--- src/rtl/image_fetch_ctrl.sv ---
// Image ROM burst fetcher: issues in-order reads into a 2-entry skid FIFO
// and streams words out over a valid/ready handshake.
module image_fetch_ctrl #(
    parameter int unsigned     WIDTH = 16,
    parameter int unsigned     ADDR  = 18,
    parameter logic [ADDR-1:0] LIMIT = 18'h31000
) (
    input  logic             clk,
    input  logic             rst,
    input  logic             start,
    input  logic [ADDR-1:0]  base_addr,
    input  logic [ADDR-1:0]  length,
    output logic [ADDR-1:0]  rom_addr,
    input  logic [WIDTH-1:0] rom_data,
    output logic [WIDTH-1:0] out_data,
    output logic             out_valid,
    input  logic             out_ready,
    output logic             busy,
    output logic             done,
    output logic             err
);

    typedef enum logic [1:0] {
        IDLE,
        FETCH,
        DRAIN,
        ERR
    } state_t;

    localparam logic [ADDR:0] REM_ONE = {{ADDR{1'b0}}, 1'b1};

    state_t state_q, state_d;

    logic [ADDR-1:0]  addr_q, addr_d;
    logic [ADDR:0]    rem_q, rem_d;
    logic             inflight_q;
    logic             issue;
    logic             done_q, done_d;
    logic             err_q, err_d;

    logic [WIDTH-1:0] mem [2];
    logic             rd_ptr_q;
    logic             wr_ptr_q;
    logic [1:0]       cnt_q;

    logic             push;
    logic             pop;
    logic [2:0]       occ;
    logic [ADDR:0]    sum;
    logic             len_zero;
    logic             over;

    // A read lands in the FIFO the cycle after it is issued
    assign push = inflight_q;
    assign pop  = out_valid && out_ready;

    // Occupancy after this cycle's pop, counting the word still in flight
    assign occ = {1'b0, cnt_q}
               + {2'b00, inflight_q}
               - {2'b00, pop};

    assign sum      = {1'b0, base_addr} + {1'b0, length};
    assign len_zero = (length == '0);
    assign over     = (sum > {1'b0, LIMIT});

    always_comb begin
        state_d = state_q;
        addr_d  = addr_q;
        rem_d   = rem_q;
        issue   = 1'b0;
        done_d  = 1'b0;
        err_d   = 1'b0;
        unique case (state_q)
            IDLE: begin
                if (start) begin
                    if (len_zero) begin
                        done_d = 1'b1;
                    end else if (over) begin
                        state_d = ERR;
                        done_d  = 1'b1;
                        err_d   = 1'b1;
                    end else begin
                        state_d = FETCH;
                        issue   = 1'b1;
                        addr_d  = base_addr;
                        rem_d   = {1'b0, length} - REM_ONE;
                    end
                end
            end
            FETCH: begin
                if (rem_q == '0) begin
                    state_d = DRAIN;
                end else if (occ < 3'd2) begin
                    issue  = 1'b1;
                    addr_d = addr_q + ADDR'(1);
                    rem_d  = rem_q - REM_ONE;
                    if (rem_q == REM_ONE) begin
                        state_d = DRAIN;
                    end
                end
            end
            DRAIN: begin
                if (pop && cnt_q == 2'd1 && !inflight_q) begin
                    state_d = IDLE;
                    done_d  = 1'b1;
                end
            end
            ERR: begin
                state_d = IDLE;
            end
            default: begin
                state_d = IDLE;
            end
        endcase
    end

    always_ff @(posedge clk) begin
        if (rst) begin
            state_q    <= IDLE;
            addr_q     <= '0;
            rem_q      <= '0;
            inflight_q <= 1'b0;
            done_q     <= 1'b0;
            err_q      <= 1'b0;
            mem[0]     <= '0;
            mem[1]     <= '0;
            rd_ptr_q   <= 1'b0;
            wr_ptr_q   <= 1'b0;
            cnt_q      <= 2'd0;
        end else begin
            state_q    <= state_d;
            addr_q     <= addr_d;
            rem_q      <= rem_d;
            inflight_q <= issue;
            done_q     <= done_d;
            err_q      <= err_d;
            if (push) begin
                mem[wr_ptr_q] <= rom_data;
                wr_ptr_q      <= ~wr_ptr_q;
            end
            if (pop) begin
                rd_ptr_q <= ~rd_ptr_q;
            end
            cnt_q <= cnt_q + {1'b0, push} - {1'b0, pop};
        end
    end

    assign rom_addr  = addr_q;
    assign out_data  = mem[rd_ptr_q];
    assign out_valid = (cnt_q != 2'd0);
    assign busy      = (state_q == FETCH) || (state_q == DRAIN);
    assign done      = done_q;
    assign err       = err_q;

endmodule

--- config.mk ---
export PLATFORM = sky130hd
export DESIGN_NAME = image_fetch_ctrl
export DESIGN_NICKNAME = d
export VERILOG_FILES = /design/src/rtl/image_fetch_ctrl.sv
export SDC_FILE = /design/constraint.sdc
export NUM_CORES = 1
export LEC_CHECK = 0
export BUFFER_PORTS_ARGS = -buffer_cell sky130_fd_sc_hd__buf_2
export CELL_PAD_IN_SITES_DETAIL_PLACEMENT = 2
export CELL_PAD_IN_SITES_GLOBAL_PLACEMENT = 2
export CORE_MARGIN = 3
export CORE_UTILIZATION = 35
export CTS_CLUSTER_SIZE = 20
export DETAILED_ROUTE_END_ITERATION = 6
export MAX_ROUTING_LAYER = met4
export PLACE_DENSITY = 0.89
export SYNTH_ARGS = -nofsm -noshare
export SYNTH_HDL_FRONTEND = slang
export SYNTH_SLANG_ARGS = --single-unit
--- constraint.sdc ---
create_clock -name clk -period 4.5 [get_ports clk]
set_clock_uncertainty 0.1 [all_clocks]
set_input_delay 0.675 -clock clk [delete_from_list [all_inputs] [get_ports clk]]
set_output_delay 0.675 -clock clk [all_outputs]
set_load 0.05 [all_outputs]
==> impl_metrics.prom, run 1 <==
# TYPE chip_impl_metric gauge
chip_impl_info{name="run_status",value="finished clean"} 1
chip_impl_metric{name="port_buffers",unit=""} 93
chip_impl_info{name="r2r_start",value="cnt_q[1]"} 1
chip_impl_metric{name="min_period",unit="ns"} 4.24
chip_impl_info{name="ys_dominant_reg_cell",value="sky130_fd_sc_hd__dfxtp_1"} 1
chip_impl_metric{name="synthAdderAreaFrac",unit="%"} 6.27
chip_impl_metric{name="initial_antenna_violation_count",unit=""} 0
chip_impl_metric{name="postCtsSetupRepairBufs",unit=""} 0
chip_impl_metric{name="rows",unit=""} 47
chip_impl_metric{name="post_synth_num_cell_types",unit=""} 75
chip_impl_metric{name="post-route-drc-count",unit=""} 0
chip_impl_metric{name="clk_latency",unit="ns"} 0.35
chip_impl_metric{name="area_of_the_placeable_core",unit="mm^2"} 0.0167
chip_impl_info{name="unrepaired_setup_endpoints_after_global_routing",value="no"} 1
chip_impl_info{name="clockRootBuffer",value="sky130_fd_sc_hd__clkbuf_16"} 1
chip_impl_metric{name="arrival",unit="ns"} 4.37
chip_impl_metric{name="max_freq",unit="GHz"} 0.236
chip_impl_metric{name="dr_total_vias",unit=""} 6094
chip_impl_metric{name="timing.final.setup_violations",unit=""} 0
chip_impl_metric{name="max_ir_drop_vdd",unit="V"} 0.000376
chip_impl_metric{name="post_route_cells_drive_above_1_share",unit="%"} 21.5
chip_impl_metric{name="grt_pass1_vias",unit=""} 6646
chip_impl_info{name="synth_top_family_by_area",value="compound AO/OA/AOI/OAI gates"} 1
chip_impl_metric{name="post-synth-top-area-fraction",unit="%"} 15.9
chip_impl_metric{name="worst-endpoint-required",unit="ns"} 4.64
chip_impl_metric{name="power_density",unit="mW/mm^2"} 673
chip_impl_metric{name="cts-resized-gates",unit=""} 0
chip_impl_info{name="hold_class",value="flop to flop"} 1
chip_impl_metric{name="post_dr_vias_cell",unit=""} 6.08
chip_impl_metric{name="detailedRoute.firstIterationViolations",unit=""} 412
chip_impl_metric{name="synth_fp_nets",unit=""} 789
chip_impl_metric{name="grt_first_pass_wirelength",unit="mm"} 38.7
chip_impl_metric{name="setup_tns",unit="ns"} 0
chip_impl_metric{name="maxSlewHeadroom",unit="%"} 45.3
chip_impl_metric{name="min_period_over_period",unit="%"} 94.2
chip_impl_metric{name="synth_sequential_area_ratio",unit="%"} 31.5
chip_impl_metric{name="holdBufCountCts",unit=""} 0
chip_impl_metric{name="total_number_of_clock_tree_sinks",unit=""} 79
chip_impl_metric{name="power.leakage",unit="nW"} 2.85
chip_impl_metric{name="cts_inserted_buffers",unit=""} 9
chip_impl_metric{name="synth_seq_cells",unit=""} 79
chip_impl_metric{name="asyncSetResetFlopFracSynth",unit="%"} 0
chip_impl_metric{name="antenna_violating_nets_post_route",unit=""} 0
chip_impl_info{name="clock_tree_from_tritoncts",value="done"} 1
chip_impl_metric{name="ctsHtreeMaxLevel",unit=""} 3
chip_impl_metric{name="path_clk_slew",unit="ns"} 0.06
chip_impl_metric{name="worst-slew-pin-transition",unit="ns"} 0.820
chip_impl_metric{name="synthCells",unit=""} 704
chip_impl_metric{name="grt_usage",unit="%"} 27.5
chip_impl_metric{name="finalNonFillerCells",unit=""} 1003
chip_impl_metric{name="max_cap_viol_count",unit=""} 0
chip_impl_metric{name="area_growth",unit="%"} 16.3
chip_impl_metric{name="nets",unit=""} 862
chip_impl_metric{name="yosys.area_share.simple",unit="%"} 21.1
chip_impl_metric{name="grt_start_max_net_pins",unit=""} 64
chip_impl_metric{name="cts-root-to-sink-buffers",unit=""} 2
chip_impl_metric{name="die_width",unit="um"} 137
chip_impl_info{name="worst-setup-path-type",value="flop to flop"} 1
chip_impl_metric{name="place_congestion",unit=""} 0.898
chip_impl_metric{name="synth.yosys.warnings",unit=""} 0
chip_impl_metric{name="synth_area",unit="mm^2"} 0.00603
chip_impl_metric{name="placed_cells",unit=""} 986
chip_impl_metric{name="nFillCells",unit=""} 1881
chip_impl_info{name="start_kind",value="flop"} 1
chip_impl_metric{name="detailed_place_hpwl",unit="mm"} 17.3
chip_impl_metric{name="grt.overflow.total",unit=""} 0
chip_impl_metric{name="post_synth_mux_area_share",unit="%"} 3.98
chip_impl_metric{name="synth_compound_area_share",unit="%"} 27.3
chip_impl_info{name="worstSetupEndpointType",value="flop"} 1
chip_impl_metric{name="floorplan.initialDensity",unit="%"} 36.1
chip_impl_info{name="crit_path_start",value="cnt_q[1]"} 1
chip_impl_metric{name="avgSynthCellArea",unit="um^2"} 8.57
chip_impl_info{name="yosys-top-cells-area",value="sky130_fd_sc_hd__edfxtp_1 16%, sky130_fd_sc_hd__dfxtp_1 16%, sky130_fd_sc_hd__ha_1 5.6%"} 1
chip_impl_metric{name="hold_violations",unit=""} 0
chip_impl_info{name="timing.hold.worst.start",value="rem_q[18]"} 1
chip_impl_metric{name="floorplan.die.height",unit="um"} 137
chip_impl_metric{name="synth-xor-area-share",unit="%"} 3.34
chip_impl_metric{name="dieArea",unit="mm^2"} 0.0188
chip_impl_metric{name="worstPathMaxFanout",unit=""} 11
chip_impl_metric{name="drtPass1Iterations",unit=""} 5
chip_impl_metric{name="timing_max_transition_violations_final",unit=""} 0
chip_impl_metric{name="wl_per_cell",unit="um"} 24.9
chip_impl_info{name="yosys.area.top_type",value="sky130_fd_sc_hd__edfxtp_1"} 1
chip_impl_metric{name="synth_enable_flop_cells",unit=""} 32
chip_impl_metric{name="num_io_pins",unit=""} 94
chip_impl_metric{name="detail_route.wirelength",unit="mm"} 25.0
[cell usage in the layout, fill, tap and decap left out, types with 17 or more instances in the layout]
cell,n
sky130_fd_sc_hd__buf_2,93
sky130_fd_sc_hd__inv_1,45
sky130_fd_sc_hd__dfxtp_1,47
sky130_fd_sc_hd__nor3_1,17
sky130_fd_sc_hd__o31ai_1,18
sky130_fd_sc_hd__nand3_1,22
sky130_fd_sc_hd__o211ai_1,26
sky130_fd_sc_hd__edfxtp_1,32
sky130_fd_sc_hd__nand2_1,62
sky130_fd_sc_hd__nor2_1,42
sky130_fd_sc_hd__o21ai_0,26
sky130_fd_sc_hd__a21oi_1,32
sky130_fd_sc_hd__and2_1,39
sky130_fd_sc_hd__a32o_1,22
sky130_fd_sc_hd__ha_1,26
[stage by stage]
stage,setup WS (ns),hold slack (ns),util [%],power (mW),area [um^2]
floorplan,0.835,0.308,-,3.00,6030
global placement,0.233,0.323,40.1,3.59,6710
detailed placement,0.117,0.328,40.1,3.79,6710
CTS,0.297,0.364,42.0,4.68,7010
global route,0.0433,0.405,42.0,4.97,7010
finish,0.263,0.360,42.0,4.72,7010
[critical path, stage by stage, from the launching register on]
cell and delay (ns):
sky130_fd_sc_hd__dfxtp_1 0.37, sky130_fd_sc_hd__or2_2 0.31, sky130_fd_sc_hd__and2_1 0.19, sky130_fd_sc_hd__ha_1 0.30
sky130_fd_sc_hd__inv_1 0.07, sky130_fd_sc_hd__ha_1 0.15, sky130_fd_sc_hd__inv_1 0.06, sky130_fd_sc_hd__fa_1 0.41
sky130_fd_sc_hd__xnor2_1 0.19, sky130_fd_sc_hd__and2_1 0.19, sky130_fd_sc_hd__o311ai_1 0.15, sky130_fd_sc_hd__a21boi_2 0.27
sky130_fd_sc_hd__a21oi_2 0.50, sky130_fd_sc_hd__buf_4 0.33, sky130_fd_sc_hd__o211ai_2 0.15, sky130_fd_sc_hd__a221oi_2 0.37
[registers in the layout, summed over array words and instances, names as in the netlist, named ones only]
name	cells
cnt_q	2
done	1
err	1
inflight_q	1
mem	32
rd_ptr_q	1
rem_q	19
rom_addr	18
state_q	2
wr_ptr_q	1
[cells in the mapped netlist (4+ instances only)]
cell type and n:
sky130_fd_sc_hd__nand2_1 62, sky130_fd_sc_hd__dfxtp_1 47, sky130_fd_sc_hd__inv_1 45, sky130_fd_sc_hd__nor2_1 42, sky130_fd_sc_hd__and2_1 39, sky130_fd_sc_hd__a21oi_1 32, sky130_fd_sc_hd__edfxtp_1 32, sky130_fd_sc_hd__clkbuf_1 31
sky130_fd_sc_hd__ha_1 27, sky130_fd_sc_hd__o211ai_1 26, sky130_fd_sc_hd__o21ai_0 26, sky130_fd_sc_hd__a32o_1 22, sky130_fd_sc_hd__nand3_1 22, sky130_fd_sc_hd__o31ai_1 18, sky130_fd_sc_hd__nor3_1 17, sky130_fd_sc_hd__mux2_2 16
sky130_fd_sc_hd__xnor2_1 16, sky130_fd_sc_hd__a21o_1 12, sky130_fd_sc_hd__o32ai_1 10, sky130_fd_sc_hd__or3_1 10, sky130_fd_sc_hd__nor4_1 9, sky130_fd_sc_hd__o211a_1 9, sky130_fd_sc_hd__nand2b_1 8, sky130_fd_sc_hd__or2_2 8
sky130_fd_sc_hd__xor2_1 7, sky130_fd_sc_hd__a211oi_1 6, sky130_fd_sc_hd__mux2i_1 6, sky130_fd_sc_hd__nand4_1 6, sky130_fd_sc_hd__o21a_1 6, sky130_fd_sc_hd__o22ai_1 6, sky130_fd_sc_hd__a31oi_1 5, sky130_fd_sc_hd__buf_1 4
sky130_fd_sc_hd__buf_2 4, sky130_fd_sc_hd__buf_6 4, sky130_fd_sc_hd__nor2b_1 4, sky130_fd_sc_hd__o41ai_1 4
[cell type report]
class	instances	area (um^2)	share of cell area [%]
tap	220	275	3.93
clock buffer	9	225	3.21
timing repair buffer	108	616	8.78
antenna	1	2.50	0.0357
sequential	79	1900	27.1
inverter	45	169	2.41
multi-input combinational	534	3740	53.4
clock inverter	7	80.1	1.14
[cells by family (layout without fill, tap and decap cells)]
group | count (synthesis) | in the layout
DFF | 79 | 79
xor gates and xnor gates | 23 | 23
buffers and inverters | 91 | 169
muxes | 22 | 22
AOI/OAI and AO/OA | 215 | 215
adders and majority gates | 29 | 29
other | 0 | 1
and+or+nand+nor | 245 | 245
[path summary, 6_finish.rpt]
path                             endpoint  slack [ns]  cells past startpoint
worst max-delay path             rem_q[7]        0.26                     15
worst min-delay path            rem_q[18]        0.36                      2
worst max register to register   rem_q[7]        0.26                     15
worst min register to register  rem_q[18]        0.36                      2
[report_power, final]
part	total, mW	internal [mW]	leakage (nW)	switching (mW)
clock network	0.776	0.438	0.145	0.339
registers	1.19	0.950	0.717	0.239
logic	2.76	0.847	1.99	1.91
total	4.72	2.23	2.85	2.49
[per-layer routing]
metal,vias up,track usage [%],wire (um)
met1,3074,32.7,10400
met3,56,3.29,877
met2,180,47.0,12600
met5,-,-,0
li1,2784,-,-
met4,0,11.9,1110
Power figures use the tool's default switching activity.
==> run 2, diff against run 1 <==
Settings changed: REMOVE_ABC_BUFFERS set to 1, SETUP_SLACK_MARGIN set to 0.2.
==> run 2 against run 1 <==
Against the previous run: clock power up 2.6%; non-clock buffer count is 1 lower; final area down 0.46%; flip-flop and latch count did not move; count of clock-buffer cells in the layout is the same; sequential power about the same; die area is the same; setup slack better by 0.13 ns; sequential share of layout area is 0.13 points higher; largest power group unchanged; highest routed layer unchanged.
==> impl_metrics.prom, run 2 (synthesis results as in run 1) <==
# TYPE chip_impl_metric gauge
chip_impl_metric{name="rows",unit=""} 47
chip_impl_metric{name="timing.final.setup_violations",unit=""} 0
chip_impl_info{name="timing.critical_path.cells",value="buf_2, ha_1, inv_1, fa_1, nand2b_1, a211oi_1, o21a_1, o31ai_1, a21o_1, or4_4, o21ai_4, buf_4, o211ai_1, a32o_1"} 1
chip_impl_metric{name="path_clk_slew",unit="ns"} 0.07
chip_impl_metric{name="layout.area.seq",unit="mm^2"} 0.00190
chip_impl_metric{name="dieArea",unit="mm^2"} 0.0188
chip_impl_metric{name="cp.buffers_inverters",unit=""} 3
chip_impl_metric{name="port_buffers",unit=""} 93
chip_impl_metric{name="timing_max_transition_violations_final",unit=""} 0
chip_impl_info{name="timing.critical_path.max_delay_family",value="compound AO/OA/AOI/OAI gates"} 1
chip_impl_info{name="start_kind",value="input port"} 1
chip_impl_metric{name="max_ir_drop_vdd",unit="V"} 0.000245
chip_impl_metric{name="post-route-drc-count",unit=""} 0
chip_impl_metric{name="grt_first_pass_wirelength",unit="mm"} 38.3
chip_impl_metric{name="grt.overflow.total",unit=""} 0
chip_impl_metric{name="post_dr_vias_cell",unit=""} 6.11
chip_impl_metric{name="hold_violations",unit=""} 0
chip_impl_metric{name="cts_inserted_buffers",unit=""} 9
chip_impl_info{name="clockRootBuffer",value="sky130_fd_sc_hd__clkbuf_16"} 1
chip_impl_metric{name="grt_usage",unit="%"} 27.0
chip_impl_metric{name="floorplan.initialDensity",unit="%"} 36.1
chip_impl_metric{name="worst-endpoint-required",unit="ns"} 4.65
chip_impl_metric{name="holdBufCountCts",unit=""} 0
chip_impl_info{name="regMostFlops",value="mem"} 1
chip_impl_metric{name="critical_path.max_stage_delay",unit="ns"} 0.50
chip_impl_metric{name="worstPathMaxFanout",unit=""} 18
chip_impl_metric{name="ctsHtreeMaxLevel",unit=""} 3
chip_impl_metric{name="floorplan.die.height",unit="um"} 137
chip_impl_metric{name="max_cap_viol_count",unit=""} 0
chip_impl_info{name="run_status",value="finished clean"} 1
chip_impl_info{name="slowest_stage",value="sky130_fd_sc_hd__or4_4"} 1
chip_impl_metric{name="die_width",unit="um"} 137
chip_impl_metric{name="max_freq",unit="GHz"} 0.243
chip_impl_metric{name="power_density",unit="mW/mm^2"} 665
chip_impl_info{name="worstSetupEndpointType",value="flop"} 1
chip_impl_metric{name="grt_pass1_vias",unit=""} 6796
chip_impl_info{name="most-common-layout-cells",value="93 x sky130_fd_sc_hd__buf_2, 62 x sky130_fd_sc_hd__nand2_1, 47 x sky130_fd_sc_hd__dfxtp_1"} 1
chip_impl_metric{name="maxSlewHeadroom",unit="%"} 26.1
chip_impl_info{name="clock_tree_from_tritoncts",value="done"} 1
chip_impl_info{name="worst-setup-path-type",value="input port to flop"} 1
chip_impl_metric{name="setup_tns",unit="ns"} 0
chip_impl_metric{name="post_route_cells_drive_above_1_share",unit="%"} 21.4
chip_impl_metric{name="power.leakage",unit="nW"} 2.85
chip_impl_metric{name="switching_power",unit="mW"} 2.42
chip_impl_metric{name="num_io_pins",unit=""} 94
chip_impl_metric{name="clkPwrFrac",unit="%"} 17.2
chip_impl_metric{name="detail_route.wirelength",unit="mm"} 24.4
chip_impl_metric{name="largest_reg_flops",unit=""} 32
chip_impl_metric{name="p_total",unit="mW"} 4.64
chip_impl_metric{name="detailed_place_hpwl",unit="mm"} 18.0
chip_impl_metric{name="nFillCells",unit=""} 1899
chip_impl_metric{name="dr_total_vias",unit=""} 6112
chip_impl_metric{name="multi_input_area",unit="mm^2"} 0.00375
chip_impl_metric{name="detailedRoute.firstIterationViolations",unit=""} 348
chip_impl_metric{name="comb_power_share",unit="%"} 57.3
chip_impl_metric{name="drtPass1Iterations",unit=""} 4
chip_impl_info{name="hold_class",value="flop to flop"} 1
chip_impl_metric{name="clk_latency",unit="ns"} 0.36
chip_impl_metric{name="sw_frac_of_total",unit="%"} 52.0
chip_impl_metric{name="initial_antenna_violation_count",unit=""} 0
chip_impl_metric{name="grt_start_max_net_pins",unit=""} 57
chip_impl_metric{name="nets",unit=""} 861
chip_impl_metric{name="power.internal",unit="mW"} 2.23
chip_impl_metric{name="antenna-diode-count",unit=""} 0
chip_impl_metric{name="place_congestion",unit=""} 0.912
chip_impl_metric{name="area_growth",unit="%"} 15.7
chip_impl_metric{name="cts-root-to-sink-buffers",unit=""} 2
chip_impl_metric{name="min_period",unit="ns"} 4.11
chip_impl_info{name="mostFrequentLayoutCell",value="sky130_fd_sc_hd__buf_2"} 1
chip_impl_metric{name="area_of_the_placeable_core",unit="mm^2"} 0.0167
chip_impl_metric{name="total_number_of_clock_tree_sinks",unit=""} 79
chip_impl_metric{name="pwr-share-seq",unit="%"} 25.5
chip_impl_info{name="unrepaired_setup_endpoints_after_global_routing",value="no"} 1
chip_impl_metric{name="arrival",unit="ns"} 4.26
chip_impl_metric{name="wl_per_cell",unit="um"} 24.4
chip_impl_metric{name="min_period_over_period",unit="%"} 91.4
chip_impl_metric{name="worst-slew-pin-transition",unit="ns"} 1.10
chip_impl_metric{name="antenna_violating_nets_post_route",unit=""} 0
[run 2: cell count changes in the layout (fill, tap and decap cells not counted)]
cell                         delta
sky130_fd_sc_hd__diode_2        -1
sky130_fd_sc_hd__inv_6          +2
sky130_fd_sc_hd__buf_12         -3
sky130_fd_sc_hd__clkinvlp_2     -1
sky130_fd_sc_hd__buf_6          +1
sky130_fd_sc_hd__buf_4          +1
sky130_fd_sc_hd__clkinv_4       -1
sky130_fd_sc_hd__a21oi_2        -1
sky130_fd_sc_hd__a21oi_4        +1
[run 2: power by group through the flow]
stage / sequential, mW / clock [mW] / combinational (mW)
2_1_floorplan: 1.31 / 0 / 1.63
3_3_place_gp: 1.16 / 0 / 2.44
3_5_place_dp: 1.19 / 0 / 2.59
4_1_cts: 1.18 / 0.801 / 2.64
5_1_grt: 1.21 / 0.837 / 2.87
6_report: 1.18 / 0.796 / 2.66
[run 2: routing by layer]
layer | track usage (%) | part of all wire [%]
met5 | - | 0
met4 | 11.3 | 3.7
met3 | 3.65 | 3.3
met2 | 47.8 | 52
met1 | 30.6 | 41
[run 2: area by class of cell]
type | instances | share of cell area, %
clock buffers | 9 | 3.23
well taps | 220 | 3.94
inverters | 45 | 2.42
flip-flops and latches | 79 | 27.2
repair buffers | 107 | 8.23
multi-input cells | 534 | 53.7
clock inverters | 7 | 1.20
[run 2: tightest hold or removal path: stages, from the launching register on]
cell                      delay, ns
sky130_fd_sc_hd__dfxtp_1       0.32
sky130_fd_sc_hd__nand2_1       0.07
sky130_fd_sc_hd__a21oi_1       0.04
[run 2: through the flow]
stage / area (um^2) / hold WS (ns) / setup WS, ns / utilization, % / instances
2_1_floorplan: 5810 / 0.308 / 0.274 / - / 658
3_3_place_gp: 6660 / 0.322 / 0.270 / 39.9 / 985
5_1_grt: 6980 / 0.402 / 0.274 / 41.8 / 1001
4_1_cts: 6970 / 0.381 / 0.328 / 41.7 / 1001
3_5_place_dp: 6660 / 0.371 / 0.0353 / 39.9 / 985
6_report: 6980 / 0.386 / 0.389 / 41.8 / 1001
[run 2: worst paths after layout]
| check | from | end | slack, ns | depth (start not counted) |
|---|---|---|---|---|
| worst max-delay path | length[0] | rem_q[11] | 0.39 | 14 |
| worst min-delay path | rem_q[18] | rem_q[18] | 0.39 | 2 |
| worst max register to register | cnt_q[1] | rem_q[11] | 0.55 | 15 |
| worst min register to register | rem_q[18] | rem_q[18] | 0.39 | 2 |
[run 2: repair_timing]
item	CTS	global route
resized for setup	0	2
setup buffers	0	0
setup endpoints to repair	0	36
endpoints found under the hold margin	0	0
==> run 3, diff against run 2 <==
Settings changed: PLACE_DENSITY 0.89 to not set, PLACE_DENSITY_LB_ADDON set to 0.1, TNS_END_PERCENT set to 1.
==> run 3 against run 2 <==
Against the previous run: critical endpoint is now rem_q[14]; setup slack gained 0.050 ns; sequential power is essentially flat; critical path depth rose by 1; utilization grew 0.075 points; final cell count grew 0.50%; wire length fell by 11%; largest cell class unchanged; first-iteration DRC count is 11% lower; combinational power shrank 2%; total power is 3.5% lower; flip-flop and latch count unchanged; final area rose by 0.18%; critical path type is now flop to flop.
==> impl_metrics.prom, run 3 (synthesis results as in run 1) <==
# TYPE chip_impl_metric gauge
chip_impl_metric{name="grt_usage",unit="%"} 24.1
chip_impl_metric{name="total_number_of_clock_tree_sinks",unit=""} 79
chip_impl_metric{name="holdBufCountCts",unit=""} 0
chip_impl_metric{name="worst-endpoint-required",unit="ns"} 4.63
chip_impl_metric{name="sw_frac_of_total",unit="%"} 51.1
chip_impl_metric{name="max_ir_drop_vdd",unit="V"} 0.000300
chip_impl_metric{name="grt_first_pass_wirelength",unit="mm"} 34.7
chip_impl_metric{name="timing_max_transition_violations_final",unit=""} 0
chip_impl_metric{name="layout.core_utilization",unit="%"} 41.9
chip_impl_info{name="regMostFlops",value="mem"} 1
chip_impl_metric{name="critical_path.max_stage_delay",unit="ns"} 0.61
chip_impl_metric{name="clkPwrFrac",unit="%"} 15.6
chip_impl_metric{name="internal_reg_to_reg_setup_slack",unit="ns"} 0.44
chip_impl_metric{name="worst-slew-pin-transition",unit="ns"} 0.779
chip_impl_info{name="most-common-layout-cells",value="93 x sky130_fd_sc_hd__buf_2, 62 x sky130_fd_sc_hd__nand2_1, 47 x sky130_fd_sc_hd__dfxtp_1"} 1
chip_impl_info{name="hold_path_end",value="rem_q[18]"} 1
chip_impl_metric{name="timing.final.setup_violations",unit=""} 0
chip_impl_metric{name="largest_reg_flops",unit=""} 32
chip_impl_metric{name="power.leakage",unit="nW"} 2.85
chip_impl_metric{name="detail_route.wirelength",unit="mm"} 21.7
chip_impl_metric{name="arrival",unit="ns"} 4.19
chip_impl_info{name="timing.critical_path.cells",value="or2_2, and2_1, ha_1, inv_1, ha_1, inv_1, fa_1, xnor2_1, and2_1, o311ai_1, a21boi_2, a21oi_2, buf_4, o211ai_1, a32o_1"} 1
chip_impl_info{name="worst-setup-path-type",value="flop to flop"} 1
chip_impl_metric{name="switching_power",unit="mW"} 2.29
chip_impl_metric{name="floorplan.initialDensity",unit="%"} 36.1
chip_impl_metric{name="port_buffers",unit=""} 93
chip_impl_info{name="start_kind",value="flop"} 1
chip_impl_metric{name="drtPass1Iterations",unit=""} 4
chip_impl_metric{name="grt_start_max_net_pins",unit=""} 47
chip_impl_info{name="timing.hold.worst.start",value="rem_q[18]"} 1
chip_impl_metric{name="clk_latency",unit="ns"} 0.34
chip_impl_metric{name="grt.overflow.total",unit=""} 0
chip_impl_metric{name="dr_total_vias",unit=""} 5850
chip_impl_metric{name="floorplan.die.height",unit="um"} 137
chip_impl_metric{name="nets",unit=""} 866
chip_impl_info{name="slowest_stage",value="sky130_fd_sc_hd__a21oi_2"} 1
chip_impl_metric{name="antenna-diode-count",unit=""} 0
chip_impl_metric{name="dieArea",unit="mm^2"} 0.0188
chip_impl_metric{name="area_of_the_placeable_core",unit="mm^2"} 0.0167
chip_impl_metric{name="path_clk_slew",unit="ns"} 0.06
chip_impl_metric{name="post_route_cells_drive_above_1_share",unit="%"} 21.9
chip_impl_metric{name="pwr-share-seq",unit="%"} 26.1
chip_impl_info{name="clockRootBuffer",value="sky130_fd_sc_hd__clkbuf_16"} 1
chip_impl_metric{name="setup_tns",unit="ns"} 0
chip_impl_info{name="run_status",value="finished clean"} 1
chip_impl_metric{name="hold_path_cells",unit=""} 2
chip_impl_metric{name="initial_antenna_violation_count",unit=""} 0
chip_impl_metric{name="rows",unit=""} 47
chip_impl_metric{name="power.internal",unit="mW"} 2.19
chip_impl_metric{name="area_growth",unit="%"} 16.0
chip_impl_info{name="unrepaired_setup_endpoints_after_global_routing",value="yes"} 1
chip_impl_metric{name="ctsHtreeMaxLevel",unit=""} 3
chip_impl_metric{name="die_width",unit="um"} 137
chip_impl_metric{name="cts-root-to-sink-buffers",unit=""} 2
chip_impl_metric{name="place_congestion",unit=""} 0.888
chip_impl_metric{name="cp.buffers_inverters",unit=""} 3
chip_impl_metric{name="post-route-drc-count",unit=""} 0
chip_impl_info{name="timing.critical_path.max_delay_family",value="compound AO/OA/AOI/OAI gates"} 1
chip_impl_metric{name="power_density",unit="mW/mm^2"} 640
chip_impl_metric{name="min_period",unit="ns"} 4.06
chip_impl_info{name="hold_class",value="flop to flop"} 1
chip_impl_info{name="mostFrequentLayoutCell",value="sky130_fd_sc_hd__buf_2"} 1
chip_impl_metric{name="max_freq",unit="GHz"} 0.246
chip_impl_metric{name="hold_violations",unit=""} 0
chip_impl_metric{name="comb_power_share",unit="%"} 58.3
chip_impl_info{name="worst_r2r_endpoint",value="rem_q[14]"} 1
chip_impl_metric{name="num_io_pins",unit=""} 94
chip_impl_metric{name="timing.reg2reg.worst_path_depth",unit=""} 15
chip_impl_metric{name="post_dr_vias_cell",unit=""} 5.82
chip_impl_metric{name="worstPathMaxFanout",unit=""} 13
chip_impl_info{name="worstSetupEndpointType",value="flop"} 1
chip_impl_metric{name="antenna_violating_nets_post_route",unit=""} 0
chip_impl_metric{name="cts_inserted_buffers",unit=""} 9
chip_impl_info{name="r2r_start",value="cnt_q[1]"} 1
chip_impl_metric{name="max_cap_viol_count",unit=""} 0
chip_impl_metric{name="p_total",unit="mW"} 4.48
chip_impl_metric{name="detailed_place_hpwl",unit="mm"} 16.6
chip_impl_metric{name="min_period_over_period",unit="%"} 90.3
chip_impl_metric{name="detailedRoute.firstIterationViolations",unit=""} 310
chip_impl_metric{name="grt_pass1_vias",unit=""} 6383
chip_impl_metric{name="nFillCells",unit=""} 1915
chip_impl_metric{name="maxSlewHeadroom",unit="%"} 48.0
chip_impl_metric{name="wl_per_cell",unit="um"} 21.6
chip_impl_info{name="clock_tree_from_tritoncts",value="done"} 1
[run 3: layer usage]
layer,GRT usage [%],share of wire (%),vias up
li1,-,-,2790
met1,29.0,43,2935
met2,42.6,52,99
met3,2.19,2.5,26
met4,7.87,2.4,0
met5,-,0,-
[run 3: worst register-to-register path, cell delays in order, from the launching register on]
cell and delay, ns:
sky130_fd_sc_hd__dfxtp_1 0.36, sky130_fd_sc_hd__or2_2 0.30, sky130_fd_sc_hd__and2_1 0.19, sky130_fd_sc_hd__ha_1 0.28
sky130_fd_sc_hd__inv_1 0.06, sky130_fd_sc_hd__ha_1 0.14, sky130_fd_sc_hd__inv_1 0.05, sky130_fd_sc_hd__fa_1 0.37
sky130_fd_sc_hd__xnor2_1 0.14, sky130_fd_sc_hd__and2_1 0.17, sky130_fd_sc_hd__o311ai_1 0.16, sky130_fd_sc_hd__a21boi_2 0.29
sky130_fd_sc_hd__a21oi_2 0.61, sky130_fd_sc_hd__buf_4 0.34, sky130_fd_sc_hd__o211ai_1 0.13, sky130_fd_sc_hd__a32o_1 0.27
[run 3: worst max path at each step]
stage / from / to / slack, ns / depth (start not counted)
final: cnt_q[1] / rem_q[14] / 0.44 / 15
after global routing: cnt_q[1] / rom_addr[14] / 0.16 / 15
after CTS: length[0] / rem_q[6] / 0.39 / 15
after detailed placement: length[0] / rem_q[6] / 0.04 / 15
after global placement: length[0] / rom_addr[2] / 0.03 / 15
after floorplan: base_addr[0] / rem_q[0] / 0.27 / 11
[run 3: layout make-up]
class	instances	area, um^2	share of cell area (%)
clock buffers	9	225	3.22
clock inverters	7	57.6	0.823
inverters	45	169	2.42
multi-input cells	534	3740	53.5
flip-flops and latches	79	1900	27.2
well taps	220	275	3.94
repair buffers	112	621	8.87
[run 3: through the flow]
step	area (um^2)	hold WS (ns)	setup slack (ns)	instances
3_5_place_dp	6700	0.335	0.0418	989
3_3_place_gp	6700	0.326	0.0318	989
4_1_cts	6990	0.348	0.389	1005
6_report	6990	0.348	0.438	1006
5_1_grt	6990	0.393	0.161	1006
2_1_floorplan	5810	0.308	0.274	658
[run 3: power by group through the flow]
stage          Sequential (mW)  Combinational, mW  Clock (mW)
2_1_floorplan             1.31               1.63           0
3_3_place_gp              1.16               2.51           0
3_5_place_dp              1.18               2.60           0
4_1_cts                   1.17               2.62       0.713
5_1_grt                   1.20               2.86       0.748
6_report                  1.17               2.61       0.699
[run 3: what timing repair did]
item	CTS	global route
buffers inserted	0	1
resized for setup	0	1
endpoints found under the setup margin	0	29
hold endpoints to repair	0	0
